$ cat config.mk
export PLATFORM = sky130hd
export DESIGN_NAME = cascade_idelay_cal_ctrl
export DESIGN_NICKNAME = d
export VERILOG_FILES = /design/src/rtl/cascade_idelay_cal_ctrl.sv
export SDC_FILE = /design/constraint.sdc
export NUM_CORES = 1
export LEC_CHECK = 0
export CORE_MARGIN = 1
export CORE_UTILIZATION = 50
export CTS_CLUSTER_DIAMETER = 100
export DETAILED_ROUTE_END_ITERATION = 7
export GPL_TIMING_DRIVEN = 0
export PLACE_DENSITY = 0.7
export SLEW_MARGIN = 15
export SYNTH_ARGS = -nofsm -noshare
export SYNTH_HDL_FRONTEND = slang
export SYNTH_SLANG_ARGS = --single-unit
$ cat constraint.sdc
create_clock -name i_clk -period 8.1 [get_ports i_clk]
set_input_delay 1.215 -clock i_clk [delete_from_list [all_inputs] [get_ports i_clk]]
set_output_delay 1.215 -clock i_clk [all_outputs]
set_load 0.05 [all_outputs]
$ cat src/rtl/cascade_idelay_cal_ctrl.sv
// cascade_idelay_cal_ctrl
// Per-lane IDELAY tap calibration controller for the cascade PHY input path.
// Lanes are calibrated one at a time. For each lane the controller loads
// taps 0..31 in turn. At each tap it checks a clock-rate toggling training
// pattern. It then finds the longest passing window and loads that
// window's centre tap. A lane with no adequate window gets DEFAULT_TAP and
// a sticky fail flag.
//
// Optional build feature: `define CASCADE_CAL_MANUAL_EN adds manual
// CE/INC/LD/VAL inputs. While the controller is idle these bypass the
// controller outputs. While it is busy they are ignored.
//
// Ports:
//   i_clk        delay-control / sampling clock
//   i_rst_n      asynchronous active-low reset
//   i_start      one-cycle start pulse (ignored while o_busy)
//   i_lane       delayed lane data, CMD lanes in the LSBs, DAT lanes above
//   o_delay_ce   IDELAY CE   (0 unless manual bypass)
//   o_delay_inc  IDELAY INC  (0 unless manual bypass)
//   o_delay_ld   IDELAY LD pulse, at most one lane per cycle
//   o_delay_val  CNTVALUEIN, lane k at [k*5+4:k*5]
//   o_busy       calibration in progress
//   o_done       one-cycle pulse after the last lane's final load
//   o_lane_fail  sticky per-lane failure flags, cleared on start
module cascade_idelay_cal_ctrl #(
  parameter int LANES       = 3,
  parameter int SETTLE_CYC  = 8,
  parameter int CHECK_LEN   = 32,
  parameter int MIN_WIN     = 4,
  parameter int DEFAULT_TAP = 16
) (
  input  logic               i_clk,
  input  logic               i_rst_n,
  input  logic               i_start,
  input  logic [LANES-1:0]   i_lane,
`ifdef CASCADE_CAL_MANUAL_EN
  input  logic [LANES-1:0]   i_man_ce,
  input  logic [LANES-1:0]   i_man_inc,
  input  logic [LANES-1:0]   i_man_ld,
  input  logic [LANES*5-1:0] i_man_val,
`endif
  output logic [LANES-1:0]   o_delay_ce,
  output logic [LANES-1:0]   o_delay_inc,
  output logic [LANES-1:0]   o_delay_ld,
  output logic [LANES*5-1:0] o_delay_val,
  output logic               o_busy,
  output logic               o_done,
  output logic [LANES-1:0]   o_lane_fail
);

  localparam int LW = (LANES > 1) ? $clog2(LANES) : 1;
  localparam logic [LW-1:0] LAST_LANE   = LW'(LANES - 1);
  localparam logic [15:0]   SETTLE_LAST = 16'(SETTLE_CYC - 1);
  localparam logic [15:0]   CHECK_LAST  = 16'(CHECK_LEN - 1);

  typedef enum logic [2:0] {
    ST_IDLE   = 3'd0,
    ST_LOAD   = 3'd1,
    ST_SETTLE = 3'd2,
    ST_CHECK  = 3'd3,
    ST_EVAL   = 3'd4,
    ST_FINAL  = 3'd5,
    ST_DONE   = 3'd6
  } state_t;

  state_t             state_r, state_s;
  logic [LW-1:0]      lane_r;
  logic [4:0]         tap_r;
  logic [15:0]        cnt_r;
  logic               prev_r, pass_r;
  logic [4:0]         cur_start_r, best_start_r;
  logic [5:0]         cur_len_r, best_len_r;
  logic [LANES-1:0]   ld_r, fail_r;
  logic [LANES*5-1:0] val_r;
  logic               busy_r, done_r;

  logic               sample_s;
  logic [4:0]         cur_start_s, best_start_s, centre_s;
  logic [5:0]         cur_len_s, best_len_s, centre_sum_s;
  logic               win_ok_s;
  int                 base_s, next_base_s;

  assign sample_s    = i_lane[lane_r];
  assign base_s      = int'(lane_r) * 5;
  assign next_base_s = (int'(lane_r) + 1) * 5;

  // Next-state decode for the calibration sequencer.
  always_comb begin
    state_s = state_r;
    case (state_r)
      ST_IDLE:   if (i_start) state_s = ST_LOAD; else state_s = ST_IDLE;
      ST_LOAD:   state_s = ST_SETTLE;
      ST_SETTLE: if (cnt_r == SETTLE_LAST) state_s = ST_CHECK; else state_s = ST_SETTLE;
      ST_CHECK:  if (cnt_r == CHECK_LAST) state_s = ST_EVAL; else state_s = ST_CHECK;
      ST_EVAL:   if (tap_r == 5'd31) state_s = ST_FINAL; else state_s = ST_LOAD;
      ST_FINAL:  if (lane_r == LAST_LANE) state_s = ST_DONE; else state_s = ST_LOAD;
      ST_DONE:   state_s = ST_IDLE;
      default:   state_s = ST_IDLE;
    endcase
  end

  // Window tracker update for the tap just checked, plus the centre of the
  // best window. The centre only matters at tap 31. At that tap the open
  // window is always closed, so the post-update best values are final.
  always_comb begin
    cur_start_s  = cur_start_r;
    cur_len_s    = cur_len_r;
    best_start_s = best_start_r;
    best_len_s   = best_len_r;
    if (pass_r) begin
      if (cur_len_r == 6'd0) cur_start_s = tap_r; else cur_start_s = cur_start_r;
      cur_len_s = cur_len_r + 6'd1;
    end else begin
      cur_len_s = cur_len_r;
    end
    if (!pass_r || (tap_r == 5'd31)) begin
      // Strictly greater: on a tie the earlier (lower-start) window stays best.
      if (cur_len_s > best_len_r) begin
        best_start_s = cur_start_s;
        best_len_s   = cur_len_s;
      end else begin
        best_len_s   = best_len_r;
      end
      cur_len_s = 6'd0;
    end else begin
      best_len_s = best_len_r;
    end
    win_ok_s     = (best_len_s >= 6'(MIN_WIN));
    centre_sum_s = {1'b0, best_start_s} + {1'b0, best_len_s[5:1]};
    if (!win_ok_s) begin
      centre_s = 5'(DEFAULT_TAP);
    end else if (centre_sum_s > 6'd31) begin
      centre_s = 5'd31;
    end else begin
      centre_s = centre_sum_s[4:0];
    end
  end

  // State register.
  always_ff @(posedge i_clk or negedge i_rst_n) begin
    if (!i_rst_n) state_r <= ST_IDLE;
    else          state_r <= state_s;
  end

  // Datapath: tap/lane/counter sequencing, window trackers and registered outputs.
  always_ff @(posedge i_clk or negedge i_rst_n) begin
    if (!i_rst_n) begin
      lane_r       <= '0;
      tap_r        <= 5'd0;
      cnt_r        <= 16'd0;
      prev_r       <= 1'b0;
      pass_r       <= 1'b0;
      cur_start_r  <= 5'd0;
      cur_len_r    <= 6'd0;
      best_start_r <= 5'd0;
      best_len_r   <= 6'd0;
      ld_r         <= '0;
      fail_r       <= '0;
      val_r        <= '0;
      busy_r       <= 1'b0;
      done_r       <= 1'b0;
    end else begin
      ld_r   <= '0;
      done_r <= 1'b0;
`ifdef CASCADE_CAL_MANUAL_EN
      // Manual loads while idle keep the registered tap copy in step.
      if (!busy_r) begin
        for (int k = 0; k < LANES; k++) begin
          if (i_man_ld[k]) val_r[k*5 +: 5] <= i_man_val[k*5 +: 5];
        end
      end
`endif
      case (state_r)
        ST_IDLE: begin
          if (i_start) begin
            busy_r       <= 1'b1;
            lane_r       <= '0;
            tap_r        <= 5'd0;
            fail_r       <= '0;
            cur_start_r  <= 5'd0;
            cur_len_r    <= 6'd0;
            best_start_r <= 5'd0;
            best_len_r   <= 6'd0;
            ld_r         <= LANES'(1);
            val_r[4:0]   <= 5'd0;
          end
        end
        ST_LOAD: cnt_r <= 16'd0;
        ST_SETTLE: begin
          // The last settle-cycle sample is the reference for the first check sample.
          prev_r <= sample_s;
          pass_r <= 1'b1;
          if (cnt_r == SETTLE_LAST) cnt_r <= 16'd0;
          else                      cnt_r <= cnt_r + 16'd1;
        end
        ST_CHECK: begin
          if (sample_s == prev_r) pass_r <= 1'b0;
          prev_r <= sample_s;
          cnt_r  <= cnt_r + 16'd1;
        end
        ST_EVAL: begin
          cur_start_r  <= cur_start_s;
          cur_len_r    <= cur_len_s;
          best_start_r <= best_start_s;
          best_len_r   <= best_len_s;
          ld_r[lane_r] <= 1'b1;
          if (tap_r != 5'd31) begin
            tap_r                 <= tap_r + 5'd1;
            val_r[base_s +: 5]    <= tap_r + 5'd1;
          end else begin
            val_r[base_s +: 5]    <= centre_s;
            if (!win_ok_s) fail_r[lane_r] <= 1'b1;
          end
        end
        ST_FINAL: begin
          tap_r        <= 5'd0;
          cur_start_r  <= 5'd0;
          cur_len_r    <= 6'd0;
          best_start_r <= 5'd0;
          best_len_r   <= 6'd0;
          if (lane_r != LAST_LANE) begin
            lane_r                  <= lane_r + LW'(1);
            ld_r[lane_r + LW'(1)]   <= 1'b1;
            val_r[next_base_s +: 5] <= 5'd0;
          end else begin
            busy_r <= 1'b0;
            done_r <= 1'b1;
          end
        end
        ST_DONE: done_r <= 1'b0;
        default: done_r <= 1'b0;
      endcase
    end
  end

`ifdef CASCADE_CAL_MANUAL_EN
  assign o_delay_ce  = busy_r ? '0    : i_man_ce;
  assign o_delay_inc = busy_r ? '0    : i_man_inc;
  assign o_delay_ld  = busy_r ? ld_r  : i_man_ld;
  assign o_delay_val = busy_r ? val_r : i_man_val;
`else
  assign o_delay_ce  = '0;
  assign o_delay_inc = '0;
  assign o_delay_ld  = ld_r;
  assign o_delay_val = val_r;
`endif
  assign o_busy      = busy_r;
  assign o_done      = done_r;
  assign o_lane_fail = fail_r;

endmodule

==> flow_summary.json, run 1 <==
{
  "outcome": "completed",
  "rows": 33,
  "cts_hold_repair.buffers": 0,
  "area_delta_synth_final_pct": 14.4,
  "grt_pass1_wl_um": 17700,
  "post-route-cell-area_mm2": 0.00507,
  "period_needed_ns": 4.86,
  "drcViolationCount": 0,
  "clock_path_buffers": 2,
  "wl_per_cell_um": 16.5,
  "yosysTopAreaCell": "sky130_fd_sc_hd__dfrtp_1",
  "htree_levels": 3,
  "clk_pin_slew_ns": 0.08,
  "seq_area_frac_synth_pct": 41.2,
  "layout_worst_path_cycle_share_pct": 60.0,
  "portBuffers": 28,
  "antenna_found_initial": 0,
  "achievable_frequency_ghz": 0.206,
  "final_net_count": 561,
  "finClkSkew_ns": 0.0104,
  "synth.top_cells.by_area": "sky130_fd_sc_hd__dfrtp_1, sky130_fd_sc_hd__ha_1, sky130_fd_sc_hd__nand2_1, sky130_fd_sc_hd__nor2_1, sky130_fd_sc_hd__a22o_1",
  "synth_enable_flop_cells": 0,
  "power.static_leakage_nw": 2.37,
  "final-setup-viol-count": 0,
  "netlist.area_leader.share_pct": 41.2,
  "synthesis.yosys.warnings": 0,
  "power.ir.vdd_worst_v": 0.0000907,
  "post_synth_inst_count": 488,
  "critPathLaunch": "pass_r$_DFFE_PN0P_",
  "postPlaceCellArea_mm2": 0.00489,
  "post_synth_num_cell_types": 63,
  "power.sequential.fraction_pct": 55.6,
  "critical_path.endpoint_type": "flop",
  "syn-cell-area_mm2": 0.00444,
  "cts_tree": "done",
  "proportion_of_layout_cells_with_a_drive_suffix_above_1_pct": 8.92,
  "antenna-diode-count": 0,
  "wirelength_um": 10600,
  "core-area_mm2": 0.00838,
  "slew-limit-headroom_pct": 46.0,
  "final-hold-violation-count": 0,
  "hold_class": "reg -> reg",
  "clock_share_of_power_pct": 40.5,
  "actual_transition_at_the_worst_max_transition_pin_ns": 0.808,
  "clock_insertion_delay_worst_skew_ns": 0.36,
  "postRouteAntennaNets": 0,
  "cts_sinks": 73,
  "worstPathMaxFanout": 10,
  "internal-power_w": 0.000499,
  "synthArstFlopShare_pct": 100,
  "comb_power_share_pct": 4.0,
  "power_density_mw_per_mm2": 130,
  "rsz_0062_raised_after_global_routing": "false",
  "gp_congestion": 0.835,
  "timing_max_transition_violations_final": 0,
  "grt_use_total_pct": 25.4,
  "die_y_um": 96.2,
  "number_of_top_level_design_ports": 35,
  "drt-initial-drc-count": 262,
  "critPathKind": "reg -> reg",
  "vias": 3691,
  "tns_ns": 0,
  "die_area_mm2": 0.00925,
  "clock-root-buffer": "sky130_fd_sc_hd__clkbuf_8",
  "cts_inserted_buffers": 9,
  "syn_area_per_cell_um2": 9.09,
  "reg2reg_slack_ns": 3.24,
  "grt_pass1_vias": 3668,
  "floorplan.die.width_um": 96.2,
  "post_cts.resized_instances": 0,
  "vias_per_cell": 5.74,
  "hold-worst-slack_ns": 0.491,
  "maxCapViolCount": 0,
  "synth_seq_cells": 73,
  "timing.critical_path.from_type": "flop",
  "synth_ff_type": "sky130_fd_sc_hd__dfrtp_1",
  "crit-reg2reg-launch": "pass_r$_DFFE_PN0P_",
  "synth.most_common_cell": "sky130_fd_sc_hd__dfrtp_1",
  "initial_core_util_pct": 52.9,
  "netSwitchingPower_w": 0.000159,
  "synth_commonest_cells": "sky130_fd_sc_hd__dfrtp_1, sky130_fd_sc_hd__nand2_1, sky130_fd_sc_hd__nor2_1",
  "timing.hold.worst.start": "best_len_r[0]$_DFFE_PN0P_",
  "post-cts-setup-buffers": 0,
  "switching_share_pct": 24.1,
  "hpwl_um": 7790,
  "maximum_number_of_pins_on_one_net_before_global_route_repair": 53,
  "dr.pass1.iters": 4,
  "crit_arrival_ns": 5.13,
  "gr-total-overflow": 0,
  "data_required_time_at_the_worst_endpoint_ns": 8.37
}
## layer usage
metal	track usage [%]	routed length, um	vias to the layer above
met4	10.7	152	0
met5	0	0	-
met3	4.11	444	11
met1	35.2	5240	1795
li1	-	-	1812
met2	39.2	4800	73
## power by group through the flow
stage	clock (W)	sequential (W)	combinational, W
after floorplan	0	0.000376	0.0000104
final	0.000266	0.000366	0.0000262
after detailed placement	0	0.000373	0.0000269
after global placement	0	0.000373	0.0000250
after CTS	0.000273	0.000366	0.0000269
after global routing	0.000285	0.000366	0.0000290
## critical path: stages, from the launching register on
cell and delay, ns:
sky130_fd_sc_hd__dfrtp_1 0.43, sky130_fd_sc_hd__clkbuf_1 0.36, sky130_fd_sc_hd__nand4_1 0.17, sky130_fd_sc_hd__xor2_1 0.48, sky130_fd_sc_hd__inv_1 0.09, sky130_fd_sc_hd__ha_1 0.32, sky130_fd_sc_hd__nand4_1 0.13, sky130_fd_sc_hd__o21bai_1 0.18
sky130_fd_sc_hd__a31oi_1 0.25, sky130_fd_sc_hd__clkbuf_1 0.37, sky130_fd_sc_hd__buf_1 0.38, sky130_fd_sc_hd__nor2_1 0.07, sky130_fd_sc_hd__a21oi_1 0.18, sky130_fd_sc_hd__ha_1 0.22, sky130_fd_sc_hd__nand3_1 0.08, sky130_fd_sc_hd__o21bai_1 0.22
sky130_fd_sc_hd__a211oi_4 0.07, sky130_fd_sc_hd__o31ai_4 0.41, sky130_fd_sc_hd__nor2_2 0.12, sky130_fd_sc_hd__o221ai_1 0.22
## metrics by stage
stage               util, %  instances  setup WS [ns]  power, W
CTS                    60.5        643           3.28  0.000665
detailed placement     58.4        627           3.30  0.000400
global route           60.5        643           2.75  0.000680
finish                 60.5        643           3.24  0.000658
floorplan                 -        493           4.13  0.000386
global placement       58.1        626           3.23  0.000398
## placed cells by master, fill, tap and decap left out, types with 14 or more instances in the layout
master | synthesis | routed
sky130_fd_sc_hd__xor2_1 | 14 | 14
sky130_fd_sc_hd__nand2_1 | 53 | 53
sky130_fd_sc_hd__ha_1 | 22 | 22
sky130_fd_sc_hd__clkbuf_1 | 16 | 16
sky130_fd_sc_hd__dfrtp_1 | 73 | 73
sky130_fd_sc_hd__clkdlybuf4s50_1 | 0 | 27
sky130_fd_sc_hd__nand3_1 | 14 | 14
sky130_fd_sc_hd__a22o_1 | 17 | 17
sky130_fd_sc_hd__inv_1 | 17 | 17
sky130_fd_sc_hd__nor2_1 | 53 | 53
sky130_fd_sc_hd__o21ai_0 | 27 | 27
sky130_fd_sc_hd__a21oi_1 | 26 | 26
## registers in the layout, indices dropped and copies added, names as in the netlist
signal / count
best_len_r: 6
best_start_r: 5
cnt_r: 16
cur_len_r: 6
cur_start_r: 5
lane_r: 2
o_busy: 1
o_delay_ld: 3
o_delay_val: 15
o_done: 1
o_lane_fail: 3
pass_r: 1
prev_r: 1
state_r: 3
tap_r: 5
## cell type report
type / count / area (um2)
Fill cell: 739 / 3310
Multi-Input combinational cell: 377 / 2440
Sequential cell: 73 / 1830
Timing Repair Buffer: 29 / 305
Clock buffer: 11 / 151
Tap cell: 105 / 131
Buffer: 26 / 128
Inverter: 17 / 63.8
Clock inverter: 5 / 30.0
## final timing paths
path | depth (start not counted) | endpoint
min | 2 | best_len_r[0]$_DFFE_PN0P_
min reg2reg | 2 | best_len_r[0]$_DFFE_PN0P_
min in group asynchronous | 1 | best_len_r[5]$_DFFE_PN0P_
max in group asynchronous | 2 | cur_start_r[4]$_DFFE_PN0P_
max | 19 | o_delay_val[10]$_DFFE_PN0P_
max reg2reg | 19 | o_delay_val[10]$_DFFE_PN0P_
## cells by family (layout without fill, tap and decap cells)
logic type | Yosys count | count (layout) | synth area share (%)
multiplexers | 12 | 12 | 2.93
adder cells (fa/ha/maj) | 22 | 22 | 6.21
AO/OA/AOI/OAI | 130 | 130 | 20.3
AND/OR/NAND/NOR | 182 | 182 | 20.0
XOR/XNOR | 25 | 25 | 4.94
buffers and inverters | 43 | 88 | 4.32
flip-flops | 73 | 73 | 41.2
other | 1 | 6 | 0.0845
Power figures use the tool's default switching activity.
==> run 2, diff against run 1 <==
PLACE_DENSITY = 0.73   (was 0.7)
clock period = 4.3 ns   (was 8.1 ns; I/O delays follow)
==> run 2 against run 1 <==
  * Design area is 2.1% higher
  * Utilization is 1.3 points higher
  * Critical path type unchanged
  * Die area stayed put
  * Largest cell class unchanged
  * Clock skew is 0.0025 ns lower
  * Sequential share of layout area is 0.70 points lower
  * Critical endpoint is now o_delay_val[4]$_DFFE_PN0P_
  * Cell count is 0.93% higher
  * Flip-flop and latch count stayed put
  * Wire length is 2.0% higher
  * First-iteration DRC count is 13% lower
  * Hold slack worse by 0.32 ns
==> flow_summary.json, run 2 (synthesized netlist as in run 1, its figures left out) <==
{
  "cts_sinks": 73,
  "cpMaxStageDelayCell": "sky130_fd_sc_hd__dfrtp_2",
  "place_ws_ns": -0.556,
  "maxCapViolCount": 0,
  "data_required_time_at_the_worst_endpoint_ns": 4.55,
  "period_needed_ns": 4.06,
  "timing.critical_path.from_type": "flop",
  "timing_max_transition_violations_final": 0,
  "final-setup-viol-count": 0,
  "layout.core_utilization_pct": 61.8,
  "vias": 3826,
  "wirelength_um": 10900,
  "path_cells": "ha_1, nand3b_1, and2_1, inv_1, ha_1, nand4_1, o21bai_1, a31oi_2, buf_4, buf_2, a21oi_1, ha_1, o2111a_2, a211oi_4, o31ai_4, buf_4, buf_4, a211oi_1, a21oi_1",
  "floorplan.die.width_um": 96.2,
  "layout_worst_path_cycle_share_pct": 94.4,
  "worstSetupEndpoint": "o_delay_val[4]$_DFFE_PN0P_",
  "largest_reg_flops": 16,
  "hold_class": "in -> async",
  "portBuffers": 28,
  "worstPathMaxFanout": 10,
  "area_delta_synth_final_pct": 16.8,
  "gp_congestion": 0.847,
  "clock_path_buffers": 2,
  "final_common_cell": "sky130_fd_sc_hd__dfrtp_1",
  "clock-root-buffer": "sky130_fd_sc_hd__clkbuf_8",
  "htree_levels": 3,
  "multi_input_area_mm2": 0.00246,
  "die_area_mm2": 0.00925,
  "timing.rr.end": "o_delay_val[4]$_DFFE_PN0P_",
  "outcome": "completed",
  "cts_inserted_buffers": 9,
  "crit_arrival_ns": 4.30,
  "proportion_of_layout_cells_with_a_drive_suffix_above_1_pct": 11.8,
  "core-area_mm2": 0.00838,
  "final_net_count": 567,
  "postRouteAntennaNets": 0,
  "power.ir.vdd_worst_v": 0.000183,
  "critPathKind": "reg -> reg",
  "hpwl_um": 7730,
  "fin_cells": 649,
  "clock_insertion_delay_worst_skew_ns": 0.36,
  "fillers": 698,
  "setup_ws_ns": 0.240,
  "slew-limit-headroom_pct": 44.6,
  "final_cell_mix": "sky130_fd_sc_hd__dfrtp_1, sky130_fd_sc_hd__nand2_1, sky130_fd_sc_hd__nor2_1, sky130_fd_sc_hd__o21ai_0, sky130_fd_sc_hd__clkdlybuf4s50_1",
  "grt_pass1_vias": 3598,
  "cts_tree": "done",
  "number_of_top_level_design_ports": 35,
  "power.static_leakage_nw": 2.43,
  "achievable_frequency_ghz": 0.246,
  "finClkSkew_ns": 0.00791,
  "power_density_mw_per_mm2": 255,
  "crit-reg2reg-launch": "cur_len_r[0]$_DFFE_PN0P_",
  "dpl.cell_count": 627,
  "final-hold-violation-count": 0,
  "antenna_found_initial": 0,
  "reg2regPathDepth": 19,
  "maximum_number_of_pins_on_one_net_before_global_route_repair": 54,
  "slowest_delay_ns": 0.46,
  "cts_hold_repair.buffers": 0,
  "dr.pass1.iters": 4,
  "drt-initial-drc-count": 228,
  "vias_per_cell": 5.90,
  "rows": 33,
  "critical_path.endpoint_type": "flop",
  "actual_transition_at_the_worst_max_transition_pin_ns": 0.829,
  "grt_pass1_wl_um": 17600,
  "drcViolationCount": 0,
  "grt_use_total_pct": 25.4,
  "clk_pin_slew_ns": 0.08,
  "regMostFlops": "cnt_r",
  "ff_latch_area_mm2": 0.00183,
  "antenna-diode-count": 0,
  "wl_per_cell_um": 16.7,
  "die_y_um": 96.2,
  "critPathLaunch": "cur_len_r[0]$_DFFE_PN0P_",
  "reg2reg_slack_ns": 0.24,
  "gr-total-overflow": 0,
  "initial_core_util_pct": 52.9
}
run 2: cell count changes in the layout (fill, tap and decap cells not counted), moves of 2 or more:
cell | previous run | this run
sky130_fd_sc_hd__buf_4 | 7 | 14
sky130_fd_sc_hd__dfrtp_1 | 73 | 71
sky130_fd_sc_hd__dfrtp_2 | 0 | 2
sky130_fd_sc_hd__clkinv_2 | 3 | 1
sky130_fd_sc_hd__inv_6 | 0 | 2
sky130_fd_sc_hd__buf_1 | 3 | 1
sky130_fd_sc_hd__clkbuf_1 | 16 | 14
run 2: worst min-delay path by stage:
stage                                    startpoint                          end  slack, ns  depth (start not counted)
after detailed placement  best_len_r[0]$_DFFE_PN0P_    best_len_r[0]$_DFFE_PN0P_       0.48                          2
after global placement    best_len_r[0]$_DFFE_PN0P_    best_len_r[0]$_DFFE_PN0P_       0.47                          2
final                                       i_rst_n  best_start_r[2]$_DFFE_PN0P_       0.17                          1
after CTS                                   i_rst_n  best_start_r[2]$_DFFE_PN0P_       0.17                          1
after floorplan                             i_rst_n    best_len_r[0]$_DFFE_PN0P_       0.35                          0
after global routing                        i_rst_n  best_start_r[2]$_DFFE_PN0P_       0.18                          1
run 2: power by group:
group / total (W) / leakage [nW] / switching, W / internal [W]
clock network: 0.000584 / 0.106 / 0.000281 / 0.000303
logic: 0.0000497 / 1.42 / 0.0000349 / 0.0000148
registers: 0.000689 / 0.899 / 0.00000115 / 0.000688
run 2: cell type report:
type | count | area share, %
multi-input combinational | 377 | 47.4
sequential | 73 | 35.3
timing repair buffer | 35 | 6.76
clock buffer | 11 | 2.92
buffer | 26 | 2.66
tap | 105 | 2.54
inverter | 17 | 1.23
clock inverter | 5 | 1.16
run 2: timing repair:
action | 4_1_cts | 5_1_grt
endpoints found under the hold margin | 0 | 0
buffers inserted | 3 | 3
pin swaps | 1 | 2
gates resized for setup | 5 | 9
endpoints found under the setup margin | 15 | 15
gates cloned | 0 | 0
run 2: per-layer routing:
metal	global-route usage, %	routed length [um]	vias to the layer above
met2	38.4	4800	112
met3	4.58	573	21
met4	10.2	229	0
met1	36.0	5250	1867
met5	0	0	-
li1	-	-	1826
run 2: critical path, delay by kind of cell (launching register included):
kind / cells / cell delay [ns]
AO/OA/AOI/OAI: 8 / 1.37
buffers and inverters: 5 / 0.83
adder cells (fa/ha/maj): 3 / 0.78
AND/OR/NAND/NOR: 3 / 0.53
flip-flops: 1 / 0.46
run 2: per-stage QoR:
stage	hold slack, ns	instance area, um2	power [W]	setup TNS (ns)
finish	0.168	5180	0.00132	0
global placement	0.470	4870	0.000750	-5.99
detailed placement	0.478	4890	0.000753	-7.00
global route	0.183	5180	0.00137	-0.00869
CTS	0.171	5140	0.00133	0
floorplan	0.349	4450	0.000727	0
